**config.mk**
```make
export PLATFORM = sky130hd
export DESIGN_NAME = hood_mode_ctrl
export DESIGN_NICKNAME = d
export VERILOG_FILES = /design/src/rtl/hood_pkg.sv /design/src/rtl/hood_sec_tick.sv /design/src/rtl/hood_mode_ctrl.sv
export SDC_FILE = /design/constraint.sdc
export NUM_CORES = 1
export LEC_CHECK = 0
export CAP_MARGIN = 20
export CORE_ASPECT_RATIO = 1.4
export CORE_MARGIN = 2
export CORE_UTILIZATION = 30
export CTS_CLUSTER_DIAMETER = 60
export DETAILED_ROUTE_END_ITERATION = 8
export GPL_TIMING_DRIVEN = 0
export MAX_ROUTING_LAYER = met4
export PLACE_DENSITY = 0.5
export SETUP_SLACK_MARGIN = 0.5
export SKIP_CTS_REPAIR_TIMING = 1
export SYNTH_ARGS = -nofsm -noshare
export SYNTH_HDL_FRONTEND = slang
export SYNTH_SLANG_ARGS = --single-unit
```
**constraint.sdc**
```tcl
create_clock -name clk -period 3.37 [get_ports clk]
set_clock_uncertainty 0.15 [all_clocks]
set_input_delay 0.8425 -clock clk [delete_from_list [all_inputs] [get_ports clk]]
set_output_delay 0.8425 -clock clk [all_outputs]
set_load 0.01 [all_outputs]
```
**src/rtl/hood_pkg.sv**
```systemverilog
// Shared state encoding, default timing constants and a small sizing helper
// for the range-hood mode controller.
package hood_pkg;

  typedef enum logic [2:0] {
    StOff      = 3'd0,
    StStandby  = 3'd1,
    StRun      = 3'd2,
    StBoost    = 3'd3,
    StClean    = 3'd4,
    StCooldown = 3'd5
  } hood_state_e;

  localparam int unsigned DefClkHz       = 100_000_000;
  localparam int unsigned DefNumLevels   = 4;
  localparam int unsigned DefBoostSec    = 60;
  localparam int unsigned DefCleanSec    = 180;
  localparam int unsigned DefOffDelaySec = 90;
  localparam int unsigned DefGestureSec  = 5;

  function automatic int unsigned max4(input int unsigned a, input int unsigned b,
                                       input int unsigned c, input int unsigned d);
    int unsigned m;
    m = a;
    if (b > m) m = b;
    if (c > m) m = c;
    if (d > m) m = d;
    return m;
  endfunction

endpackage

```
**src/rtl/hood_sec_tick.sv**
```systemverilog
// One-pulse-per-second strobe: o_tick is high on the last of every CLK_HZ cycles.
// i_restart zeroes the phase so the next tick lands exactly CLK_HZ cycles later.
module hood_sec_tick
  import hood_pkg::*;
#(
  parameter int unsigned CLK_HZ = DefClkHz
) (
  input  logic i_clk,
  input  logic i_reset,
  input  logic i_restart,
  output logic o_tick
);

  localparam int unsigned CntW = (CLK_HZ > 1) ? $clog2(CLK_HZ) : 1;
  localparam logic [CntW-1:0] CntLast = CntW'(CLK_HZ - 1);

  logic [CntW-1:0] r_cnt_q, r_cnt_d;

  assign o_tick = (r_cnt_q == CntLast);

  always_comb begin
    r_cnt_d = r_cnt_q + CntW'(1);
    if (i_restart || o_tick) r_cnt_d = '0;
  end

  always_ff @(posedge i_clk) begin
    if (i_reset) r_cnt_q <= '0;
    else         r_cnt_q <= r_cnt_d;
  end

endmodule

```
**src/rtl/hood_mode_ctrl.sv**
```systemverilog
// Range-hood mode controller: power/run/boost/self-clean/cooldown FSM with second countdowns.
// Define HOOD_GESTURE_EN to add the left-then-right hand-wave power gesture.
module hood_mode_ctrl
  import hood_pkg::*;
#(
  parameter int unsigned CLK_HZ        = DefClkHz,
  parameter int unsigned NUM_LEVELS    = DefNumLevels,
  parameter int unsigned BOOST_SEC     = DefBoostSec,
  parameter int unsigned CLEAN_SEC     = DefCleanSec,
  parameter int unsigned OFF_DELAY_SEC = DefOffDelaySec,
  parameter int unsigned GESTURE_SEC   = DefGestureSec,
  localparam int unsigned LW = $clog2(NUM_LEVELS),
  localparam int unsigned CW = $clog2(max4(BOOST_SEC, CLEAN_SEC, OFF_DELAY_SEC, GESTURE_SEC) + 1)
) (
  input  logic          clk,
  input  logic          reset,
  input  logic          btn_power,
  input  logic          btn_boost,
  input  logic          btn_clean,
  input  logic          lvl_vld,
  input  logic [LW-1:0] lvl_req,
  input  logic          hand_l,
  input  logic          hand_r,
  output logic          power_on,
  output logic [2:0]    state,
  output logic [LW-1:0] fan_level,
  output logic [CW-1:0] countdown,
  output logic          boost_used,
  output logic          gesture_armed
);

  localparam logic [LW-1:0] LvlFull   = LW'(NUM_LEVELS - 1);
  localparam logic [LW-1:0] LvlRunMax = LW'(NUM_LEVELS - 2);
  localparam logic [CW-1:0] CntBoost  = CW'(BOOST_SEC);
  localparam logic [CW-1:0] CntClean  = CW'(CLEAN_SEC);
  localparam logic [CW-1:0] CntOff    = CW'(OFF_DELAY_SEC);

  hood_state_e   r_state_q, r_state_d;
  logic [LW-1:0] r_fan_q, r_fan_d;
  logic [CW-1:0] r_cnt_q, r_cnt_d;
  logic          r_used_q, r_used_d;
  logic          w_restart, w_tick, w_power, w_lvl_run;

  hood_sec_tick #(.CLK_HZ(CLK_HZ)) u_sec_tick (
    .i_clk    (clk),
    .i_reset  (reset),
    .i_restart(w_restart),
    .o_tick   (w_tick)
  );

`ifdef HOOD_GESTURE_EN
  localparam logic [CW-1:0] CntGesture = CW'(GESTURE_SEC);

  logic          r_armed_q, r_armed_d;
  logic [CW-1:0] r_gcnt_q, r_gcnt_d;
  logic          w_gtick, w_hand_fire;

  assign w_hand_fire = hand_r & r_armed_q;

  hood_sec_tick #(.CLK_HZ(CLK_HZ)) u_gest_tick (
    .i_clk    (clk),
    .i_reset  (reset),
    .i_restart(hand_l),
    .o_tick   (w_gtick)
  );

  always_comb begin
    r_armed_d = r_armed_q;
    r_gcnt_d  = r_gcnt_q;
    if (w_hand_fire) begin
      r_armed_d = 1'b0;
      r_gcnt_d  = '0;
    end else if (hand_l) begin
      r_armed_d = 1'b1;
      r_gcnt_d  = CntGesture;
    end else if (r_armed_q && w_gtick) begin
      if (r_gcnt_q == CW'(1)) begin
        r_armed_d = 1'b0;
        r_gcnt_d  = '0;
      end else begin
        r_gcnt_d = r_gcnt_q - CW'(1);
      end
    end
  end

  always_ff @(posedge clk) begin
    if (reset) begin
      r_armed_q <= 1'b0;
      r_gcnt_q  <= '0;
    end else begin
      r_armed_q <= r_armed_d;
      r_gcnt_q  <= r_gcnt_d;
    end
  end

  assign gesture_armed = r_armed_q;
  assign w_power       = btn_power | w_hand_fire;
`else
  logic w_unused_hand;
  assign w_unused_hand = hand_l ^ hand_r;
  assign gesture_armed = 1'b0;
  assign w_power       = btn_power;
`endif

  assign w_lvl_run = (lvl_req != '0) && (lvl_req <= LvlRunMax);

  always_comb begin
    r_state_d = r_state_q;
    r_fan_d   = r_fan_q;
    r_cnt_d   = r_cnt_q;
    r_used_d  = r_used_q;
    w_restart = 1'b0;
    unique case (r_state_q)
      StOff: if (w_power) r_state_d = StStandby;
      StStandby, StRun: begin
        // Strict priority: a higher event present in the cycle discards the lower ones.
        if (w_power) begin
          if (r_state_q == StStandby) begin
            r_state_d = StOff;
          end else begin
            r_state_d = StCooldown;
            r_cnt_d   = CntOff;
            w_restart = 1'b1;
          end
        end else if (btn_clean) begin
          if (r_state_q == StStandby) begin
            r_state_d = StClean;
            r_fan_d   = LvlFull;
            r_cnt_d   = CntClean;
            w_restart = 1'b1;
          end
        end else if (btn_boost) begin
          if (!r_used_q) begin
            r_state_d = StBoost;
            r_fan_d   = LvlFull;
            r_cnt_d   = CntBoost;
            r_used_d  = 1'b1;
            w_restart = 1'b1;
          end
        end else if (lvl_vld) begin
          if (lvl_req == '0) begin
            r_state_d = StStandby;
          end else if (w_lvl_run) begin
            r_state_d = StRun;
            r_fan_d   = lvl_req;
          end
        end
      end
      StBoost, StClean, StCooldown: begin
        if (w_power) begin
          unique case (r_state_q)
            StBoost: begin
              r_state_d = StCooldown;
              r_cnt_d   = CntOff;
              w_restart = 1'b1;
            end
            StClean: r_state_d = StOff;
            default: r_state_d = StStandby;
          endcase
        end else if (w_tick) begin
          if (r_cnt_q == CW'(1)) begin
            r_state_d = (r_state_q == StCooldown) ? StOff : StStandby;
          end else begin
            r_cnt_d = r_cnt_q - CW'(1);
          end
        end
      end
      default: r_state_d = StOff;
    endcase
    // Idle states never carry a fan level or a countdown.
    if (r_state_d == StOff || r_state_d == StStandby) begin
      r_fan_d = '0;
      r_cnt_d = '0;
    end
    if (r_state_d == StOff) r_used_d = 1'b0;
  end

  always_ff @(posedge clk) begin
    if (reset) begin
      r_state_q <= StOff;
      r_fan_q   <= '0;
      r_cnt_q   <= '0;
      r_used_q  <= 1'b0;
    end else begin
      r_state_q <= r_state_d;
      r_fan_q   <= r_fan_d;
      r_cnt_q   <= r_cnt_d;
      r_used_q  <= r_used_d;
    end
  end

  assign power_on   = (r_state_q != StOff);
  assign state      = r_state_q;
  assign fan_level  = r_fan_q;
  assign countdown  = r_cnt_q;
  assign boost_used = r_used_q;

endmodule
```
Yosys cells after proc, flatten, opt, wreduce, memory -nomap -nowiden
Cells that the tools add are included.

storage, ports and cells
  register bits after elaboration = 41
  output and inout port bits = 16
  bits of input ports = 10
  word-level logic and storage cells = 90

operators by class
  $add $sub $neg = 2
  multiplexer cells = 43
  bitwise gates (word level) = 2
  eq/ne operators = 18
  reductions and logical operators = 19
  $lt $le $gt $ge = 1

operators by type and width
  cell                     number
  $mux W8                  10
  $mux W3                  13
  $add A27 B1 Y27 const B  1
  $eq A27 B27 Y1 const B   1
  $pmux W8 S2              1
  $ne A3 B3 Y1 const B     5
  $mux W2                  7
  $ne A4 B4 Y1 const B     3
  $mux W1                  9
  $pmux W3 S3              1
  $reduce_bool A3 Y1       3
  $eq A8 B1 Y1 const B     1
  $reduce_and A8 Y1        1
  $reduce_or A2 Y1         4
  $sub A8 B1 Y8 const B    1
  $reduce_and A7 Y1        1
  $eq A3 B1 Y1 const B     2
  $eq A3 B2 Y1 const B     2
  $eq A3 B3 Y1 const B     2
  $logic_not A3 Y1         2
  $pmux W3 S2              1
  $reduce_and A4 Y1        1
  $reduce_bool A2 Y1       2
  $ne A3 B2 Y1 const B     1
  8 further kinds          10

Depth between registers and ports, before layout
Gate-level depths: netlist (run 1).

  depth after elaboration = 12
  mapped depth = 9

Hierarchy
Synthesis (run 1) repeated with hierarchy kept, for this count alone.

second synthesis, totals
  cells, all modules = 292
  area total of the unflattened synthesis = 2,387.3 um2

by module, submodules not included
  module          times used  cells an instance  area an instance (um2)
  hood_sec_tick   1           148                1,282.5
  hood_mode_ctrl  1           144                1,104.8

Worst setup path after synthesis (run 1)
No wires, ideal clock.

  path type = input port to flip-flop
  start point = input port btn_power
  end point = register r_cnt_q[1], in the netlist countdown[1]
  stages on the path = 5
  buffers on the path = 1
  setup time = 0.124 ns
  data required time = 3.096 ns
  path slack = 0.899 ns
  arrival time = 2.198 ns
  cells stage by stage = o32a_1 -> a311oi_1 -> a21oi_1 -> clkbuf_8 -> o311a_2

between the ends
  longest elaborated chain between the ends = 5

RTL lines
  item                                              RTL line                                                             RTL
  start, declared                                   hood_mode_ctrl.sv:17                                                 input logic btn_power,
  $mux W3, on equally long branches                 hood_mode_ctrl.sv:150, hood_mode_ctrl.sv:114, hood_mode_ctrl.sv:117
  $pmux W3 S3                                       hood_mode_ctrl.sv:113                                                unique case (r_state_q)
  $eq A3 B1 Y1 or $logic_not A3 Y1 (tied branches)  hood_mode_ctrl.sv:171                                                if (r_state_d == StOff || r_state_d == StStandby) begin
  $logic_or A1 B1 Y1                                hood_mode_ctrl.sv:171
  $reduce_or A2 Y1 (no source line)                 n/a
  end signal, assigned                              hood_mode_ctrl.sv:187                                                r_cnt_q <= r_cnt_d;
  end, declared                                     hood_mode_ctrl.sv:40                                                 logic [CW-1:0] r_cnt_q, r_cnt_d;

Several ways; a longest one is shown, not always the timed one.
A chain may end at the register's enable or synchronous reset.

Final worst setup path (run 1)
  start point = register r_state_q[0], in the netlist state[0]
  end point = output port power_on

between the ends
  longest elaborated chain between the ends = 1

RTL lines
  item                    RTL line               RTL
  start, declared         hood_mode_ctrl.sv:38   hood_state_e r_state_q, r_state_d;
  start signal, assigned  hood_mode_ctrl.sv:180  r_state_q <= StOff;
  start signal, assigned  hood_mode_ctrl.sv:185  r_state_q <= r_state_d;
  $reduce_bool A3 Y1      hood_mode_ctrl.sv:192  assign power_on = (r_state_q != StOff);
  end, declared           hood_mode_ctrl.sv:24   output logic power_on,

Every way passes these cells.

==> run_results.csv, run 1 <==
group,metric,value,unit
logic_synthesis,ys.flop_type,"dfxtp_1",
min_path,hold_start,"u_sec_tick.r_cnt_q[0]",
finish,layout.cells.non_filler,396,
clock_tree,cts_sinks,41,
timing,slew_headroom,54.2,%
power,powerDensity,357,mW/mm²
clock_tree,cts_tree,"yes",
drt,firstDrtPassIters,4,
logic_synthesis,synth_cells,268,
clock_tree,clk_latency,0.29,ns
logic_synthesis,synth_seq_cells,41,
logic_synthesis,synth_nets,282,
run_status,status,"completed",
timing,finalCritPeriodShare,82.2,%
critical_path,criticalPathCategory,"reg -> out",
finish,fin_util,38.4,%
critical_path,crit_fanout,10,
global_route,grt.overflow.total,0,
timing,tightest_slew,0.681,ns
global_route,grt_pass1_vias,1924,
critical_path,cp_data_required_time,2.38,ns
timing,maxSlewViolCount,0,
logic_synthesis,syn_area,0.00229,mm²
logic_synthesis,synth-seq-area-share,35.9,%
drt,vias_per_cell,4.92,
critical_path,r2r_cells,8,
critical_path,cp-end-kind,"output pin",
finish,final_common_cell,"nor2_1",
min_path,hold_end,"u_sec_tick.r_cnt_q[0]",
die,die_area,0.00834,mm²
finish,multi_input_area,0.00141,mm²
drt,routed-via-count,1948,
die,dieWidth,77.8,µm
global_route,grt_pass1_wl,8870,µm
clock_tree,htreeDepth,2,
critical_path,rrSetupSlack,0.62,ns
power,power.leakage,0.976,nW
critical_path,r2r-start,"countdown[0]",
timing,hold_ws,0.319,ns
flow_run,cap_violations,0,
timing,finalSetupViolCount,0,
place,dpl_worst_slack,-0.0337,ns
global_route,grt_max_degree,15,
clock_tree,root_buffer,"clkbuf_8",
timing,setup_slack,0.599,ns
power,peakVddDrop,0.254,mV
die,core,0.00736,mm²
timing,final-hold-violation-count,0,
finish,nets,312,
die,die_h,107,µm
finish,fin_area,0.00282,mm²
timing,rsz0062_at_grt,"yes",
logic_synthesis,ys_types,61,
drt,first_iter_violations,91,
clock_tree,cts_max_path_buffers,2,
finish,final_cell_mix,"43 x nor2_1, 41 x dfxtp_1, 21 x clkdlybuf4s50_1, 19 x nand2_1, 15 x xnor2_1",
logic_synthesis,synth_edf_count,0,
critical_path,r2r-end,"countdown[6]",
logic_synthesis,synthArstFlopShare,0,%
logic_synthesis,synth_area_per_cell,8.53,µm²
drt,wirelength,5250,µm
finish,drive_gt1_share,15.7,%
timing,fmax,361,MHz
place,dpl-instance-area,0.00263,mm²
logic_synthesis,ys.warnings.count,0,
place,hpwl,3900,µm
finish,antenna_cells,0,
die,row_count,37,
finish,fill_cells,770,
die,ios,26,
clock_tree,cts_buffers,5,
power,total_power,1.01,mW
critical_path,start_kind,"register",
place,port_buffers,22,
global_route,grtUsageTotal,13.5,%
critical_path,cp.arrival,1.78,ns
drt,drc,0,
place,place_inst,387,
finish,syn_to_final_growth,23.5,%
timing,fin_setup_tns,0,ns
drt,post_drt_wl_per_cell,13.2,µm
drt,postRouteAntennaNets,0,
place,place_congestion,0.805,
die,start_util,31.1,%
clock_tree,clk_pin_slew,0.09,ns
finish,seqCellArea,821,µm²
timing,min_period,2.77,ns
min_path,hold_depth,1,
min_path,hp-class,"reg -> reg",
global_route,antenna_found_initial,0,
==> Yosys cell counts, drive strengths merged (5+ instances only) <==
library cell	number	area share (%)
a31oi	5	2.0
nor2	44	7.2
nand4	10	2.7
xnor2	15	5.7
a21boi	5	1.6
o21ai	7	1.5
nor3	9	2.2
nand3	6	1.3
xor2	14	5.4
clkbuf	7	2.5
dfxtp	41	36
nand2b	5	1.4
inv	7	1.1
a21oi	8	2.2
nand2	19	3.1
==> report_power, final <==
| group | switching [mW] | total (mW) | internal (mW) | leakage [nW] |
|---|---|---|---|---|
| registers | 0.00683 | 0.497 | 0.490 | 0.331 |
| logic | 0.0590 | 0.109 | 0.0497 | 0.591 |
| clock network | 0.180 | 0.401 | 0.222 | 0.0543 |
==> state kept, by name, summed over array words and instances, names as in the netlist <==
register,count
fan_level,2
state,3
countdown,8
boost_used,1
u_sec_tick.r_cnt_q,27
==> routing by layer <==
metal  vias to the layer above  track usage, %  wire, µm
li1                       1006               -         -
met1                       902            14.9      2260
met2                        33            23.9      2730
met3                         7            2.68       163
met4                         0            5.23        93
met5                         -               -         0
==> logic make-up (layout without fill, tap and decap cells) <==
logic type               Yosys count  count (layout)  synth area share [%]
multiplexers                       3               3                  1.37
other                              1               1                 0.164
AND/OR/NAND/NOR                  127             127                  29.1
AO/OA/AOI/OAI                     44              44                  15.3
flip-flops                        41              41                  35.9
adder cells (fa/ha/maj)            4               4                  2.19
buffers and inverters             19              50                  4.87
XOR/XNOR                          29              29                  11.1
==> worst max-delay path: stages, from the launching register on <==
cell             delay, ns
dfxtp_1               0.43
clkbuf_1              0.37
or3_1                 0.17
clkdlybuf4s50_1       0.52
==> final cells by class <==
class,instances,share of cell area (%)
multi-input cells,208,49.8
flip-flops and latches,41,29.1
repair buffers,23,8.60
well taps,97,4.30
plain buffers,12,3.23
clock buffers,5,2.44
clock inverters,3,1.64
inverters,7,0.930
==> how the worst max path moves through the flow <==
stage	start	to	slack, ns	cells after the start
2_1_floorplan	btn_power	countdown[1]	0.90	5
3_3_place_gp	btn_boost	u_sec_tick.r_cnt_q[14]	-0.06	9
3_5_place_dp	btn_boost	u_sec_tick.r_cnt_q[10]	-0.03	9
4_1_cts	btn_boost	u_sec_tick.r_cnt_q[10]	0.25	9
5_1_grt	btn_boost	u_sec_tick.r_cnt_q[12]	0.49	9
6_report	state[0]	power_on	0.60	3
Note: power is estimated with default switching activity, not from simulation.
==> run 2: changes to the inputs <==
Settings changed: PLACE_DENSITY 0.5 to 0.52.
Clock period 3.37 ns to 2.3 ns, I/O delays scaled along.
==> run 2 against run 1 <==
Effect of this change:
- register-to-register slack got worse by 0.84 ns
- setup slack got worse by 0.81 ns
- global-route usage increased by 0.39 points
- the run now ends with setup timing left
- critical endpoint is now countdown[6]
- hold slack got worse by 0.033 ns
- via count increased by 6.8%
- total power increased by 42%
- critical path type is now reg -> reg
- largest cell class unchanged
==> run_results.csv, run 2 (synthesis gave the netlist of run 1 again) <==
group,metric,value,unit
global_route,grt.overflow.total,0,
critical_path,critPathSlowestCell,"or4_4",
critical_path,path_cells,"or3_4, or4_4, or4_4, a31oi_4, a21oi_4, a21boi_1",
die,start_util,31.1,%
place,port_buffers,22,
die,die_h,107,µm
run_status,violations,"setup timing",
timing,fin_setup_tns,-2.17,ns
min_path,hp-class,"reg -> reg",
min_path,hold_depth,1,
critical_path,start_kind,"register",
drt,vias_per_cell,5.03,
timing,finalSetupViolCount,12,
critical_path,r2r_cells,6,
drt,wirelength,5730,µm
drt,post_drt_wl_per_cell,13.8,µm
finish,final_common_cell,"nor2_1",
power,peakVddDrop,0.226,mV
finish,antenna_cells,0,
timing,finalCritPeriodShare,109,%
global_route,grtUsageTotal,13.9,%
critical_path,r2r-end,"countdown[6]",
power,total_power,1.43,mW
timing,min_period,2.52,ns
finish,drive_gt1_share,30.6,%
clock_tree,cts_sinks,41,
die,row_count,37,
finish,syn_to_final_growth,38.6,%
global_route,grt_max_degree,14,
run_status,status,"complete, but fails checks",
global_route,antenna_found_initial,0,
min_path,hold_start,"u_sec_tick.r_cnt_q[0]",
place,place_congestion,0.884,
global_route,grt_pass1_vias,1988,
clock_tree,htreeDepth,2,
critical_path,path_common_cell,"or4_4",
timing,maxSlewViolCount,0,
clock_tree,cts_max_path_buffers,2,
finish,regMostFlops,"u_sec_tick.r_cnt_q",
power,power.leakage,1.38,nW
place,hpwl,3980,µm
clock_tree,clk_pin_slew,0.09,ns
clock_tree,cts_buffers,5,
min_path,hold_end,"u_sec_tick.r_cnt_q[0]",
power,powerDensity,451,mW/mm²
timing,final-hold-violation-count,0,
finish,final_cell_mix,"43 x nor2_1, 25 x dfxtp_1, 19 x nand2_1, 16 x buf_4",
die,dieWidth,77.8,µm
critical_path,criticalPathCategory,"reg -> reg",
finish,nets,330,
critical_path,cp-end-kind,"register",
place,dpl_worst_slack,-0.782,ns
timing,rsz0062_at_grt,"yes",
drt,first_iter_violations,79,
timing,setup_slack,-0.215,ns
critical_path,cp_data_required_time,2.34,ns
drt,routed-via-count,2081,
finish,largest_register_ffs,27,
drt,firstDrtPassIters,4,
drt,drc,0,
clock_tree,root_buffer,"clkbuf_8",
critical_path,crit_fanout,5,
clock_tree,clk_latency,0.29,ns
critical_path,rrSetupSlack,-0.22,ns
critical_path,cpPeakStageDelay,0.51,ns
flow_run,cap_violations,0,
critical_path,cp.arrival,2.55,ns
die,core,0.00736,mm²
finish,fin_util,43.0,%
drt,postRouteAntennaNets,0,
die,ios,26,
die,die_area,0.00834,mm²
timing,fmax,398,MHz
critical_path,r2r-start,"countdown[3]",
global_route,grt_pass1_wl,9150,µm
clock_tree,cts_tree,"yes",
[run 2: cell types whose count changed in the layout (fill, tap and decap cells not counted), sizes merged]
cell	change
clkinv	+1
clkinvlp	-1
clkbuf	-2
dlygate4sd1	-1
a21oi	+1
buf	+22
clkdlybuf4s50	-15
dlymetal6s2s	+14
bufinv	-1
[run 2: cell type report]
type                            instances  area (µm²)
Buffer                                 12         146
Clock buffer                            6        82.6
Clock inverter                          2        13.8
Fill cell                             735        4190
Inverter                                7        26.3
Multi-Input combinational cell        209        1530
Sequential cell                        41         858
Tap cell                               97         121
Timing Repair Buffer                   40         393
[run 2: through the flow]
step / cells / instance area [µm²] / hold slack (ns)
after floorplan: 268 / 2380 / 0.281
after global placement: 387 / 2720 / 0.298
after detailed placement: 387 / 2720 / 0.310
after CTS: 395 / 2820 / 0.330
after global routing: 414 / 3170 / 0.309
final: 414 / 3170 / 0.285
[run 2: how the worst max path moves through the flow]
stage | start | endpoint | depth (start not counted)
floorplan | countdown[3] | countdown[6] | 6
global placement | btn_power | countdown[3] | 6
detailed placement | btn_power | countdown[6] | 7
CTS | btn_power | countdown[6] | 7
global route | countdown[3] | boost_used | 6
finish | countdown[3] | countdown[6] | 6
[run 2: report_power, final]
group | total [mW] | internal, mW | switching [mW]
clock | 0.515 | 0.244 | 0.271
sequential | 0.725 | 0.713 | 0.0121
combinational | 0.188 | 0.0915 | 0.0967
[run 2: critical path: cells and delay by family (launching register included)]
kind             cells  cell delay [ns]
AND/OR/NAND/NOR      3             1.39
AO/OA/AOI/OAI        3             0.53
flip-flops           1             0.35
[run 2: metal layers]
| metal | routed length [µm] | track usage [%] |
|---|---|---|
| met5 | 0 | - |
| met1 | 2480 | 15.2 |
| met4 | 76 | 5.48 |
| met2 | 3030 | 24.6 |
| met3 | 144 | 2.77 |
==> run 3: changes to the inputs <==
Settings changed: CAP_MARGIN 20 to 30, CORE_ASPECT_RATIO 1.4 to 1.2.
==> run 3 against run 2 <==
Effect of this change:
- the run still ends with setup timing left
- clock power rose by 18%
- largest cell class unchanged
- wire length fell by 3.5%
- final cell count fell by 0.97%
- maximum frequency rose by 0.30%
- global-route usage fell by 0.61 points
==> run_results.csv, run 3 (synthesis gave the netlist of run 1 again) <==
group,metric,value,unit
timing,rsz0062_at_grt,"yes",
critical_path,crit_family,"simple AND/OR/NAND/NOR gates",
global_route,antenna_found_initial,0,
timing,finalCritPeriodShare,109,%
global_route,grt_pass1_vias,1934,
finish,largest_register_ffs,27,
finish,fin_area,0.00329,mm²
die,dieWidth,83.7,µm
power,p_switching,365,µW
critical_path,cp-end-kind,"register",
clock_tree,cts_tree,"yes",
min_path,hp-class,"reg -> reg",
clock_tree,clk_pin_slew,0.08,ns
critical_path,r2r-start,"countdown[3]",
drt,met2_length,2940,µm
power,total_power,1.52,mW
global_route,grtUsageTotal,13.3,%
finish,antenna_cells,0,
die,start_util,31.2,%
drt,drc,0,
critical_path,rrSetupSlack,-0.21,ns
place,dpl-instance-area,0.00271,mm²
place,port_buffers,22,
min_path,hold_start,"u_sec_tick.r_cnt_q[0]",
clock_tree,cts_max_path_buffers,2,
die,die_h,99.6,µm
clock_tree,cts_buffers,5,
critical_path,path_common_cell,"or4_4",
global_route,grt_pass1_wl,9050,µm
finish,final_cell_mix,"42 x nor2_1, 22 x buf_4, 21 x dfxtp_1, 19 x nand2_1, 17 x dlymetal6s2s_1",
drt,first_iter_violations,65,
critical_path,startpoint,"countdown[3]",
drt,wirelength,5530,µm
timing,hold_ws,0.310,ns
global_route,grt.overflow.total,0,
finish,final_common_cell,"nor2_1",
drt,post_drt_wl_per_cell,13.5,µm
place,place_congestion,0.782,
finish,fill_cells,749,
critical_path,r2r_cells,6,
min_path,hold_depth,1,
power,power_report.internal_total,1.16,mW
timing,min_period,2.51,ns
place,dpl_worst_slack,-0.774,ns
finish,nets,333,
die,row_count,34,
flow_run,cap_violations,0,
drt,postRouteAntennaNets,0,
timing,final-hold-violation-count,0,
power,peakVddDrop,0.307,mV
timing,finalSetupViolCount,12,
critical_path,cpPeakStageDelay,0.51,ns
clock_tree,clk_latency,0.29,ns
run_status,status,"complete, but fails checks",
power,power.sequential.fraction,47.6,%
critical_path,cp_data_required_time,2.33,ns
finish,regMostFlops,"u_sec_tick.r_cnt_q",
critical_path,r2r-end,"countdown[2]",
timing,setup_slack,-0.208,ns
power,power.leakage,1.45,nW
finish,syn_to_final_growth,43.7,%
power,power_frac_clock,40.0,%
critical_path,path_cells,"or3_4, or4_4, or4_4, a31oi_4, a21oi_4, a21boi_1",
clock_tree,htreeDepth,2,
die,die_area,0.00834,mm²
clock_tree,root_buffer,"clkbuf_8",
power,pwr-share-comb,12.4,%
power,powerDensity,463,mW/mm²
drt,wl_met3,120,µm
min_path,hold_end,"u_sec_tick.r_cnt_q[0]",
timing,fmax,399,MHz
place,hpwl,3810,µm
drt,top_layer_used,"met4",
critical_path,crit_fanout,5,
timing,maxSlewViolCount,0,
run_status,violations,"setup timing",
finish,fin_util,44.9,%
critical_path,start_kind,"register",
power,swShare,24.0,%
drt,drt-met1-wl,2440,µm
critical_path,worst-path-buf-inv,0,
global_route,grt_max_degree,13,
drt,vias_per_cell,5.05,
place,place_inst,380,
critical_path,critPathSlowestCell,"or4_4",
finish,layout.cells.non_filler,410,
drt,routed-via-count,2072,
critical_path,cp.arrival,2.54,ns
die,ios,26,
timing,fin_setup_tns,-2.09,ns
die,core,0.00732,mm²
clock_tree,cts_sinks,41,
critical_path,criticalPathCategory,"reg -> reg",
finish,drive_gt1_share,34.4,%
drt,firstDrtPassIters,4,
-- run 3: cell types whose count changed in the layout (fill, tap and decap cells not counted), sizes merged --
cell | previous run | this run
buf | 27 | 31
bufinv | 0 | 1
clkdlybuf4s50 | 6 | 4
clkinv | 2 | 0
dlymetal6s2s | 15 | 17
-- run 3: layout make-up --
cell class              count  area [µm²]  share of cell area (%)
plain buffers              12         148                    4.49
clock inverters             1        30.0                   0.914
flip-flops and latches     41         868                    26.4
inverters                   7        28.8                   0.876
clock buffers               7        86.3                    2.63
repair buffers             43         415                    12.6
well taps                  90         113                    3.43
multi-input cells         209        1600                    48.6
-- run 3: worst max path at each step --
stage                              end  depth (start not counted)
after CTS                 countdown[6]                          7
after floorplan           countdown[6]                          6
after global routing      countdown[0]                          6
after global placement    countdown[6]                          7
after detailed placement  countdown[3]                          6
final                     countdown[2]                          6
-- run 3: power groups by stage --
stage	sequential (mW)	clock [mW]	combinational, mW
after floorplan	0.744	0	0.107
after global placement	0.745	0	0.160
after detailed placement	0.745	0	0.160
after CTS	0.728	0.626	0.161
after global routing	0.727	0.664	0.208
final	0.724	0.609	0.189
-- run 3: routing by layer --
layer / global-route usage (%) / up-vias
met3: 2.24 / 4
met2: 22.8 / 22
met1: 16.4 / 991
li1: - / 1055
met5: - / -
met4: 3.35 / 0
